===== config.mk =====
export PLATFORM = sky130hd
export DESIGN_NAME = bcd_divcheck_stream_flat
export DESIGN_NICKNAME = d
export VERILOG_FILES = /design/src/rtl/bcd_divcheck_stream_if.sv /design/src/rtl/bcd_divcheck_stream.sv /design/src/flat_wrapper.sv
export SDC_FILE = /design/constraint.sdc
export NUM_CORES = 1
export LEC_CHECK = 0
export ABC_AREA = 1
export CORE_ASPECT_RATIO = 0.5
export CORE_UTILIZATION = 46
export DETAILED_ROUTE_END_ITERATION = 10
export PLACE_DENSITY = 0.75
export RECOVER_POWER = 50
export SYNTH_ARGS = -nofsm -noshare
export SYNTH_HDL_FRONTEND = slang
export SYNTH_SLANG_ARGS = --single-unit

===== constraint.sdc =====
create_clock -name clk -period 2.1 [get_ports clk]
set_input_delay 0.42 -clock clk [delete_from_list [all_inputs] [get_ports clk]]
set_output_delay 0.42 -clock clk [all_outputs]
set_load 0.005 [all_outputs]

===== src/rtl/bcd_divcheck_stream_if.sv =====
// Digit-stream handshake and result bus for bcd_divcheck_stream.
// The master side is the digit source; the slave side is the checker.
interface bcd_divcheck_stream_if #(
    parameter int MAX_DIGITS = 8,
    parameter int CNT_W      = $clog2(MAX_DIGITS + 1)
);
    logic             start;
    logic [3:0]       digit;
    logic             digit_valid;
    logic             digit_last;
    logic             in_ready;
    logic             done;
    logic [1:0]       mod3;
    logic [3:0]       mod11;
    logic             div3;
    logic             div11;
    logic [CNT_W-1:0] ndigits;
    logic             err;

    modport master (
        output start, digit, digit_valid, digit_last,
        input  in_ready, done, mod3, mod11, div3, div11, ndigits, err
    );

    modport slave (
        input  start, digit, digit_valid, digit_last,
        output in_ready, done, mod3, mod11, div3, div11, ndigits, err
    );
endinterface


===== src/rtl/bcd_divcheck_stream.sv =====
// Streaming BCD checker: folds one digit per accepted beat (MSD first) into
// running mod-3 and mod-11 remainders and reports divisibility when done.
module bcd_divcheck_stream #(
    parameter int MAX_DIGITS = 8,
    parameter int CNT_W      = $clog2(MAX_DIGITS + 1)
) (
    input logic                  clk,
    input logic                  rst_n,
    bcd_divcheck_stream_if.slave bus
);
    typedef enum logic [1:0] {IDLE, RUN, DONE} state_t;

    state_t           state;
    logic [1:0]       r3;
    logic [3:0]       r11;
    logic [CNT_W-1:0] cnt;
    logic             err_q;
    logic             div3_q;
    logic             div11_q;
    logic             in_ready_q;
    logic             done_q;

    logic [4:0]       sum3;
    logic [1:0]       r3_next;
    logic [4:0]       alt11;
    logic [3:0]       r11_next;
    logic [CNT_W-1:0] cnt_next;
    logic             err_next;
    logic             accept;
    logic             finish;

    // Horner steps: 10 == 1 (mod 3) adds the digit, 10 == -1 (mod 11) negates r11.
    always_comb begin
        sum3     = 5'(r3) + 5'(bus.digit);
        r3_next  = 2'(sum3 % 5'd3);
        alt11    = 5'(bus.digit) + 5'd11 - 5'(r11);
        r11_next = (alt11 >= 5'd11) ? 4'(alt11 - 5'd11) : alt11[3:0];
        cnt_next = cnt + CNT_W'(1);
        err_next = err_q || (bus.digit > 4'd9);
        accept   = bus.digit_valid && in_ready_q;
        finish   = bus.digit_last || (cnt_next == CNT_W'(MAX_DIGITS));
    end

    // NOTE: all state lives in one clocked block with non-blocking assignments
    // and an async reset, so every output is registered and glitch-free.
    always_ff @(posedge clk or negedge rst_n) begin
        if (!rst_n) begin
            state      <= IDLE;
            r3         <= '0;
            r11        <= '0;
            cnt        <= '0;
            err_q      <= 1'b0;
            div3_q     <= 1'b0;
            div11_q    <= 1'b0;
            in_ready_q <= 1'b0;
            done_q     <= 1'b0;
        end else begin
            case (state)
                IDLE, DONE: begin
                    if (bus.start) begin
                        r3         <= '0;
                        r11        <= '0;
                        cnt        <= '0;
                        err_q      <= 1'b0;
                        div3_q     <= 1'b0;
                        div11_q    <= 1'b0;
                        in_ready_q <= 1'b1;
                        done_q     <= 1'b0;
                        state      <= RUN;
                    end
                end
                RUN: begin
                    if (accept) begin
                        r3    <= r3_next;
                        r11   <= r11_next;
                        cnt   <= cnt_next;
                        err_q <= err_next;
                        if (finish) begin
                            div3_q     <= (r3_next == 2'd0) && !err_next;
                            div11_q    <= (r11_next == 4'd0) && !err_next;
                            in_ready_q <= 1'b0;
                            done_q     <= 1'b1;
                            state      <= DONE;
                        end
                    end
                end
                default: begin
                    in_ready_q <= 1'b0;
                    done_q     <= 1'b0;
                    state      <= IDLE;
                end
            endcase
        end
    end

    assign bus.in_ready = in_ready_q;
    assign bus.done     = done_q;
    assign bus.mod3     = r3;
    assign bus.mod11    = r11;
    assign bus.div3     = div3_q;
    assign bus.div11    = div11_q;
    assign bus.ndigits  = cnt;
    assign bus.err      = err_q;
endmodule


===== src/flat_wrapper.sv =====
// flat-port wrapper written by rule: the top's interface ports become plain ports
module bcd_divcheck_stream_flat 
#(
    parameter int MAX_DIGITS = 8,
    parameter int CNT_W      = $clog2(MAX_DIGITS + 1)
)
  (clk, rst_n, bus_start, bus_digit, bus_digit_valid, bus_digit_last, bus_in_ready, bus_done, bus_mod3, bus_mod11, bus_div3, bus_div11, bus_ndigits, bus_err);
  bcd_divcheck_stream_if #(.MAX_DIGITS(MAX_DIGITS), .CNT_W(CNT_W)) bus_i ();
  input logic clk;
  input logic rst_n;
  input wire logic [$bits(bus_i.start)-1:0] bus_start;
  input wire logic [$bits(bus_i.digit)-1:0] bus_digit;
  input wire logic [$bits(bus_i.digit_valid)-1:0] bus_digit_valid;
  input wire logic [$bits(bus_i.digit_last)-1:0] bus_digit_last;
  output wire logic [$bits(bus_i.in_ready)-1:0] bus_in_ready;
  output wire logic [$bits(bus_i.done)-1:0] bus_done;
  output wire logic [$bits(bus_i.mod3)-1:0] bus_mod3;
  output wire logic [$bits(bus_i.mod11)-1:0] bus_mod11;
  output wire logic [$bits(bus_i.div3)-1:0] bus_div3;
  output wire logic [$bits(bus_i.div11)-1:0] bus_div11;
  output wire logic [$bits(bus_i.ndigits)-1:0] bus_ndigits;
  output wire logic [$bits(bus_i.err)-1:0] bus_err;
  assign bus_i.start = bus_start;
  assign bus_i.digit = bus_digit;
  assign bus_i.digit_valid = bus_digit_valid;
  assign bus_i.digit_last = bus_digit_last;
  assign bus_in_ready = bus_i.in_ready;
  assign bus_done = bus_i.done;
  assign bus_mod3 = bus_i.mod3;
  assign bus_mod11 = bus_i.mod11;
  assign bus_div3 = bus_i.div3;
  assign bus_div11 = bus_i.div11;
  assign bus_ndigits = bus_i.ndigits;
  assign bus_err = bus_i.err;
  bcd_divcheck_stream #(.MAX_DIGITS(MAX_DIGITS), .CNT_W(CNT_W)) u_core (.clk(clk), .rst_n(rst_n), .bus(bus_i));
endmodule

## After elaboration in Yosys (flattened, before gate mapping)

Index checks and enable logic that the tools add are counted.

- Bits in registers: 17
- Output and inout bits: 15
- Word-level logic and storage cells: 66

- Add/sub/neg operators: 5
- Divide/modulo/power cells: 1
- Order comparisons: 2
- Eq/ne operators: 6
- Mux-type cells: 29
- Reductions and logical operators: 14

Operator list:

| operator | count |
|---|---|
| 4-bit two-way mux | 4 |
| 4-bit one-hot mux with 2 select lines | 2 |
| 1-bit two-way mux | 11 |
| 2-bit two-way mux | 5 |
| 1-bit one-hot mux with 2 select lines | 5 |
| 2-bit one-hot mux with 2 select lines | 2 |
| 3-bit AND reduction | 2 |
| 2-bit by 4-bit adder with 5-bit output | 1 |
| 4-bit by 4-bit adder with 5-bit output (second input constant) | 1 |
| 5-bit by 4-bit greater-or-equal comparator with 1-bit output (second input constant) | 1 |
| 5-bit by 2-bit remainder unit with 5-bit output (second input constant) | 1 |
| 5-bit by 4-bit subtractor with 5-bit output | 1 |
| 4-bit by 1-bit adder with 4-bit output (second input constant) | 1 |
| 4-bit equality test (second input constant) | 1 |
| 4-bit greater-than comparator (second input constant) | 1 |
| 2-bit logical NOT | 2 |
| 4-bit logical NOT | 1 |
| 2-bit by 1-bit != test with 1-bit output (second input constant) | 2 |
| 4-bit AND reduction | 1 |
| 4-bit subtractor (second input constant) | 1 |
| 1-bit logical AND | 3 |
| 2-bit by 1-bit equality test with 1-bit output (second input constant) | 1 |
| 2-bit equality test (second input constant) | 1 |
| 1-bit logical OR | 2 |
| other kinds (4) | 4 |

## Logic depth before layout (Yosys ltp)

Gate-level depths: netlist (run 1).

- Word-level depth: 9
- Depth in mapped cells: 22

## Worst setup path after synthesis (run 1)

Ideal clock, no wire load.

- Kind: input -> register
- From: input bus_digit[0]
- To: register u_core.div3_q, in the netlist u_core.bus.div3
- Data arrival time: 2235 ps
- Slack: -252 ps
- Cell stages on the path: 19
- Path buffers: 0
- Cells stage by stage: ha_1 inv_1 fa_1 inv_1 nand2_2 nand2_1 nand2_2 nand3_2 nand2_1 a21boi_2 ha_1 nor2_1 nand2_1 inv_2 nand2_2 nand2_2 nand2_2 nand3_1 nand2_1

- Cells in the longest elaborated chain, start to end: 7

RTL lines:

| what | RTL line | RTL |
|---|---|---|
| from (decl) | flat_wrapper.sv:12 | `input wire logic [$bits(bus_i.digit)-1:0] bus_digit;` |
| 2-bit by 4-bit adder with 5-bit output or 4-bit greater-than comparator (tied branches) | bcd_divcheck_stream.sv:34, bcd_divcheck_stream.sv:39 |  |
| 5-bit by 2-bit remainder unit with 5-bit output or 1-bit logical OR (tied branches) | bcd_divcheck_stream.sv:35, bcd_divcheck_stream.sv:39 |  |
| 2-bit logical NOT or 1-bit logical NOT (tied branches) | bcd_divcheck_stream.sv:79 | `div3_q <= (r3_next == 2'd0) && !err_next;` |
| 1-bit logical AND (*) | bcd_divcheck_stream.sv:79 |  |
| 1-bit two-way mux (*) | bcd_divcheck_stream.sv:78 | `if (finish) begin` |
| 1-bit two-way mux (*) | bcd_divcheck_stream.sv:73 | `if (accept) begin` |
| 1-bit one-hot mux with 2 select lines (*) | bcd_divcheck_stream.sv:58 | `case (state)` |
| to (signal assigned) | bcd_divcheck_stream.sv:79 |  |
| to (decl) | bcd_divcheck_stream.sv:18 | `logic div3_q;` |

Mark *: on every way between the ends. The rest lies on a longest branch, timed or not. The select of a mux whose other input is x is not followed.
A chain may end at the register's enable or synchronous reset.

## Worst setup path in the final report (run 1)

- From: register u_core.r3[0], in the netlist u_core.bus.mod3[0]
- To: register u_core.div3_q, in the netlist u_core.bus.div3

- Cells in the longest elaborated chain, start to end: 7

RTL lines:

| what | RTL line | RTL |
|---|---|---|
| from (decl) | bcd_divcheck_stream.sv:14 | `logic [1:0] r3;` |
| from (signal assigned) | bcd_divcheck_stream.sv:74 | `r3 <= r3_next;` |
| 2-bit by 4-bit adder with 5-bit output | bcd_divcheck_stream.sv:34 | `sum3 = 5'(r3) + 5'(bus.digit);` |
| 5-bit by 2-bit remainder unit with 5-bit output | bcd_divcheck_stream.sv:35 | `r3_next = 2'(sum3 % 5'd3);` |
| 2-bit logical NOT | bcd_divcheck_stream.sv:79 |  |
| 1-bit logical AND | bcd_divcheck_stream.sv:79 |  |
| 1-bit two-way mux | bcd_divcheck_stream.sv:78 |  |
| 1-bit two-way mux | bcd_divcheck_stream.sv:73 |  |
| 1-bit one-hot mux with 2 select lines | bcd_divcheck_stream.sv:58 |  |

Every way passes these cells. The select of a mux whose other input is x is not followed.

==> impl_metrics.ini, run 1 <==
[grt]
antenna_found_initial = 0
grt-ovfl-total = 0
grt_max_degree = 17
track_usage_pct = 24.6
grt_pass1_vias = 1235
grt_pass1_wl_microns = 5170

[clock_network]
clk_pin_slew_ps = 60
h-tree-depth = 1
clk_latency_ps = 250
clock_path_buffers = 2
root_buffer = clkbuf_8
hold_buffers = 0
cts_sinks = 16
cts_made_buffers = 3
cts_tree = done

[critical_path]
end_kind = flop
cpMostUsedCell = inv_2
crit_slowest_cell = dfrtp_1
cp.arrival_ps = 2560
slowest_delay_ps = 390
worstSetupPathType = flop to flop
cp_top_family = simple AND/OR/NAND/NOR gates
path_max_fanout = 3
path_cells = ha_4, inv_2, fa_2, inv_2, nand2_4, nand2_4, nand2_4, nand3_2, nand2_2, inv_2, ha_4, inv_2, nand3_2, nand2_2, nand2_2, o21bai_1, nand2_1, nand3_1, nand2_1
worst-path-buf-inv = 4
cp-startpoint = u_core.bus.mod3[0]
worstSetupStartpointType = flop
regToRegStartpoint = u_core.bus.mod3[0]
worstPathRequired_ps = 2240

[die]
io_pins = 24
row_count = 12
initial_utilization_pct = 52.3
fp.coreArea_sq_um = 2390
die_w_microns = 75.7
die_h_microns = 38.8
fp.dieArea_sq_um = 2940

[drt]
vias = 1304
drc = 0
drt-initial-drc-count = 47
wire_per_inst_microns = 14.1
dr.pass1.iters = 9
wl_microns = 3590
avgViaCountPerCell = 5.13
antenna_left = 0

[status]
status = complete, but fails checks
violations = setup timing

[timing]
tightest_slew_ps = 856
drv_slew = 0
postLayoutSetupSlackWorst_ps = -320
worst_clock_skew_ps = 2.47
fin_crit_ps = 2420
setup_viol = 8
slew_headroom_pct = 43.0
grt_setup_unrepaired = true
hold_violations = 0
max_freq_mhz = 413
final.period_utilization_pct = 115

[power]
intPower_mw = 1.67
switchingPower_mw = 1.40
p_sw_share_pct = 45.5
ir_worst_vdd_v = 0.000902
p_leak_nw = 0.981
power_frac_seq_pct = 16.6
power_frac_clock_pct = 9.0
comb_power_share_pct = 74.5
p_per_area_nw_per_um2 = 1550

[placement]
place_area_sq_um = 1720
dp_hpwl_microns = 2320
dp.cells = 246
routabilityCongestion = 0.746
portBuffers = 23

[synth]
ys_seq_elements = 16
netlist_area_sq_um = 1250
synthesis.nets = 193
postSynthAreaPerCell_sq_um = 7.39
yosysTopAreaCellShare_pct = 32.1
syn_inst = 169
ys_warn_count = 0
yosysTopAreaCell = dfrtp_1
synth_cell_types = 23
seq_area_frac_synth_pct = 32.1
synth_top_cells_by_area = dfrtp_1, ha_1, nand2_1

[final_layout]
drive_gt1_share_pct = 38.4
diodes = 0
finalNetCount = 244
final_area_sq_um = 1980
layout.cells.non_filler = 254
area_growth_pct = 58.2

[run]
cap_violations = 0

[worst_hold_path]
worstHoldStart = u_core.bus.div11
worstHoldPathType = flop to flop
-- cell type report --
| class | count | area (sq um) |
|---|---|---|
| fill | 147 | 412 |
| tap | 35 | 43.8 |
| inverter | 33 | 124 |
| sequential | 16 | 400 |
| timing repair buffer | 46 | 402 |
| multi-input combinational | 120 | 951 |
| clock buffer | 4 | 55.1 |
-- final timing paths --
kind / depth (start not counted) / end / slack (ps)
min reg2reg: 2 / u_core.bus.div11 / 480
max: 19 / u_core.bus.div3 / -320
max in group asynchronous: 2 / u_core.bus.err / 790
min in group asynchronous: 2 / u_core.bus.div3 / 790
max reg2reg: 19 / u_core.bus.div3 / -320
min: 2 / u_core.bus.div11 / 480
-- repair_timing --
action,4_1_cts,5_1_grt
setup buffers,3,1
endpoints found under the setup margin,8,8
resized for setup,33,14
pin swaps,15,7
-- cell usage after synthesis --
master,n
nand2_1,43
inv_1,30
dfrtp_1,16
ha_1,13
nor2_1,12
nand2_2,9
o21ai_0,9
nand3_1,8
a21oi_1,5
inv_2,3
nand3_2,3
nand4_1,3
xor2_1,3
fa_1,2
xnor2_1,2
a21boi_2,1
and2_1,1
nor3_1,1
o21ai_1,1
o21ai_2,1
o21bai_1,1
o22ai_1,1
or2_2,1
-- registers in the layout (all words and copies together), names as in the netlist --
register / count
u_core.bus.in_ready: 1
u_core.state: 1
u_core.bus.done: 1
u_core.bus.mod3: 2
u_core.bus.div3: 1
u_core.bus.err: 1
u_core.bus.mod11: 4
u_core.bus.ndigits: 4
u_core.bus.div11: 1
-- worst reg2reg max path, delay by kind of cell (launching register included) --
family / cells / cell delay, ps
AO/OA/AOI/OAI: 1 / 130
buffers and inverters: 4 / 230
AND/OR/NAND/NOR: 11 / 870
flip-flops: 1 / 390
adder cells (fa/ha/maj): 3 / 690
-- power by group through the flow --
| stage | combinational, mW | sequential, mW | clock (mW) |
|---|---|---|---|
| floorplan | 1.03 | 0.509 | 0 |
| finish | 2.29 | 0.509 | 0.276 |
| detailed placement | 1.69 | 0.507 | 0 |
| global route | 2.47 | 0.522 | 0.294 |
| CTS | 2.01 | 0.504 | 0.274 |
| global placement | 1.63 | 0.507 | 0 |
-- through the flow --
step | util [%] | hold slack [ps] | setup TNS, ps | power (mW) | worst slack (ps)
floorplan | - | 124 | -444 | 1.54 | -153
global placement | 72.2 | 459 | -5970 | 2.14 | -810
detailed placement | 72.2 | 465 | -6300 | 2.20 | -895
CTS | 79.7 | 489 | -1210 | 2.79 | -235
global route | 82.8 | 512 | -2680 | 3.28 | -447
finish | 82.8 | 485 | -1850 | 3.07 | -320
-- metal layers --
| layer | routed length, microns | vias up | GRT usage [%] |
|---|---|---|---|
| met2 | 1750 | 46 | 47.3 |
| met1 | 1590 | 614 | 28.7 |
| met3 | 154 | 14 | 5.47 |
| li1 | - | 630 | - |
| met4 | 96 | 0 | 4.63 |
| met5 | 0 | - | 0 |
-- cell families after synthesis --
group / Yosys count / share of synthesized area (%)
buffers and inverters: 33 / 9.92
XOR/XNOR: 5 / 3.51
adder cells (fa/ha/maj): 15 / 16.2
AND/OR/NAND/NOR: 81 / 29.6
AO/OA/AOI/OAI: 19 / 8.72
flip-flops: 16 / 32.1
-- placed cells by master (no fill, tap or decap) --
cell type and n:
nand2_2 12, clkdlybuf4s50_1 18, ha_4 6, nor3_1 1
xor2_1 1, o21ai_2 5, nand3_2 3, buf_4 22
fa_1 1, nand3_4 2, ha_2 2, nand3_1 6
clkdlybuf4s15_2 3, o21ai_0 4, a21oi_2 1, nand2_1 34
and2_1 1, clkbuf_8 4, a21boi_2 1, a21oi_1 4
fa_2 1, o21ai_1 2, ha_1 5, nor2_1 12
nand4_1 3, dlygate4sd2_1 1, o22ai_2 1, o21bai_1 1
nand2_4 6, xor2_4 1, or2_2 1, xnor2_2 2
dfrtp_1 16, clkbuf_1 1, xor2_2 1, inv_2 10
inv_1 23, dlygate4sd3_1 1
(Power assumes the default switching activity.)
==> run 2, diff against run 1 <==
Settings changed: CTS_BUF_LIST set to sky130_fd_sc_hd__clkbuf_16.
==> impl_metrics.ini, run 2 (synthesis gave the netlist of run 1 again) <==
[power]
p_per_area_nw_per_um2 = 1630
totalPowerFinal_mw = 3.28
comb_power_share_pct = 72.8
p_leak_nw = 0.999
ir_worst_vdd_v = 0.000761
power_frac_clock_pct = 11.6
p_sw_share_pct = 44.5
power_frac_seq_pct = 15.5
intPower_mw = 1.82
switchingPower_mw = 1.46

[drt]
routed.top_layer = met4
wirelength_met1_microns = 1740
drc = 0
avgViaCountPerCell = 5.13
antenna_left = 0
met2WireLength_microns = 1890
vias = 1314
wl_microns = 3940
dr.pass1.iters = 4
route.met3.wl_microns = 242
wire_per_inst_microns = 15.4
drt-initial-drc-count = 41

[final_layout]
drive_gt1_share_pct = 38.0
final_util_pct = 84.4
final_common_cell = nand2_1
diodes = 0
area_growth_pct = 61.4
layout_common_cells = nand2_1, buf_4, inv_1
nFillCells = 138
finalNetCount = 246

[clock_network]
hold_buffers = 0
clk_pin_slew_ps = 50
h-tree-depth = 1
cts_tree = done
cts_sinks = 16
clk_latency_ps = 250
clock_path_buffers = 2
cts_made_buffers = 3
root_buffer = clkbuf_16

[timing]
grt_setup_unrepaired = true
worst_clock_skew_ps = 2.57
slew_headroom_pct = 37.2
fin_setup_tns_ps = -2150
hold_ws_ps = 493
drv_slew = 0
setup_viol = 8
max_freq_mhz = 395
hold_violations = 0
postLayoutSetupSlackWorst_ps = -429
fin_crit_ps = 2530
tightest_slew_ps = 942
final.period_utilization_pct = 120

[critical_path]
path_cells = ha_4, inv_2, fa_2, inv_2, nand2_4, nand2_4, nand2_4, nand3_2, nand2_2, inv_2, ha_4, inv_2, nand3_2, nand2_2, nand2_2, o21bai_1, nand2_1, nand3_1, nand2_1
cp.arrival_ps = 2660
end_kind = flop
worstSetupPathType = flop to flop
slowest_delay_ps = 390
crit_slowest_cell = dfrtp_1
worstSetupStartpointType = flop
path_max_fanout = 3
cpMostUsedCell = inv_2
worstPathRequired_ps = 2230

[placement]
routabilityCongestion = 0.746
dp_hpwl_microns = 2320
portBuffers = 23

[die]
row_count = 12
die_w_microns = 75.7
io_pins = 24
fp.dieArea_sq_um = 2940
initial_utilization_pct = 52.3
die_h_microns = 38.8
fp.coreArea_sq_um = 2390

[status]
status = complete, but fails checks
violations = setup timing

[grt]
antenna_found_initial = 0
grt_pass1_wl_microns = 5180
grt_max_degree = 17
grt-ovfl-total = 0
grt_pass1_vias = 1222
track_usage_pct = 25.0

[worst_hold_path]
worstHoldPathType = flop to flop

[run]
cap_violations = 0
[run 2: cell count changes in the layout (fill, tap and decap cells not counted), sizes merged]
cell | before | now
clkinv | 0 | 1
clkbuf | 5 | 4
buf | 22 | 25
clkdlybuf4s15 | 3 | 2
[run 2: worst paths after layout]
kind / cells after the start / from / to / slack [ps]
max in group asynchronous: 2 / rst_n / u_core.state[0] / 690
min reg2reg: 2 / u_core.bus.in_ready / u_core.bus.in_ready / 490
min: 2 / u_core.bus.in_ready / u_core.bus.in_ready / 490
min in group asynchronous: 2 / rst_n / u_core.bus.mod11[2] / 830
max: 19 / u_core.bus.mod3[0] / u_core.bus.div3 / -430
max reg2reg: 19 / u_core.bus.mod3[0] / u_core.bus.div3 / -430
[run 2: worst max-delay path, delay by kind of cell, from the launching register on]
family / cells / cell delay [ps]
compound gates: 1 / 160
fa+ha+maj: 3 / 710
buf+inv: 4 / 240
flops: 1 / 390
simple gates: 11 / 900
[run 2: layout make-up]
| class | count | area (sq um) | area share, % |
|---|---|---|---|
| clock buffer | 3 | 75.1 | 3.72 |
| clock inverter | 1 | 3.75 | 0.186 |
| inverter | 33 | 124 | 6.15 |
| multi-input combinational | 120 | 958 | 47.5 |
| sequential | 16 | 400 | 19.9 |
| tap | 35 | 43.8 | 2.17 |
| timing repair buffer | 48 | 410 | 20.4 |
[run 2: metal layers]
layer | up-vias | GRT usage, %
li1 | 638 | -
met1 | 618 | 29.1
met2 | 46 | 48.4
met3 | 12 | 4.43
met4 | 0 | 6.94
met5 | - | 0
[run 2: power by group through the flow]
| stage | clock [mW] | combinational [mW] | sequential (mW) |
|---|---|---|---|
| floorplan | 0 | 1.03 | 0.509 |
| global placement | 0 | 1.63 | 0.507 |
| detailed placement | 0 | 1.69 | 0.507 |
| CTS | 0.375 | 2.03 | 0.505 |
| global route | 0.394 | 2.58 | 0.523 |
| finish | 0.382 | 2.39 | 0.510 |
[run 2: repair_timing]
item | 4_1_cts | 5_1_grt
setup buffers | 3 | 4
pin swaps | 17 | 9
setup endpoints to repair | 8 | 8
gates resized for setup | 35 | 13
[run 2: per-stage QoR]
step / instances / setup WS [ps] / cell area (sq um)
after floorplan: 169 / -153 / 1310
after global placement: 246 / -810 / 1720
after detailed placement: 246 / -895 / 1720
after CTS: 253 / -233 / 1920
after global routing: 256 / -511 / 2020
final: 256 / -429 / 2020
==> run 3, diff against run 2 <==
Settings changed: CTS_CLUSTER_DIAMETER set to 80.
==> results of run 3 <==
The final DEF is identical to that of run 2; final timing and power are the same.
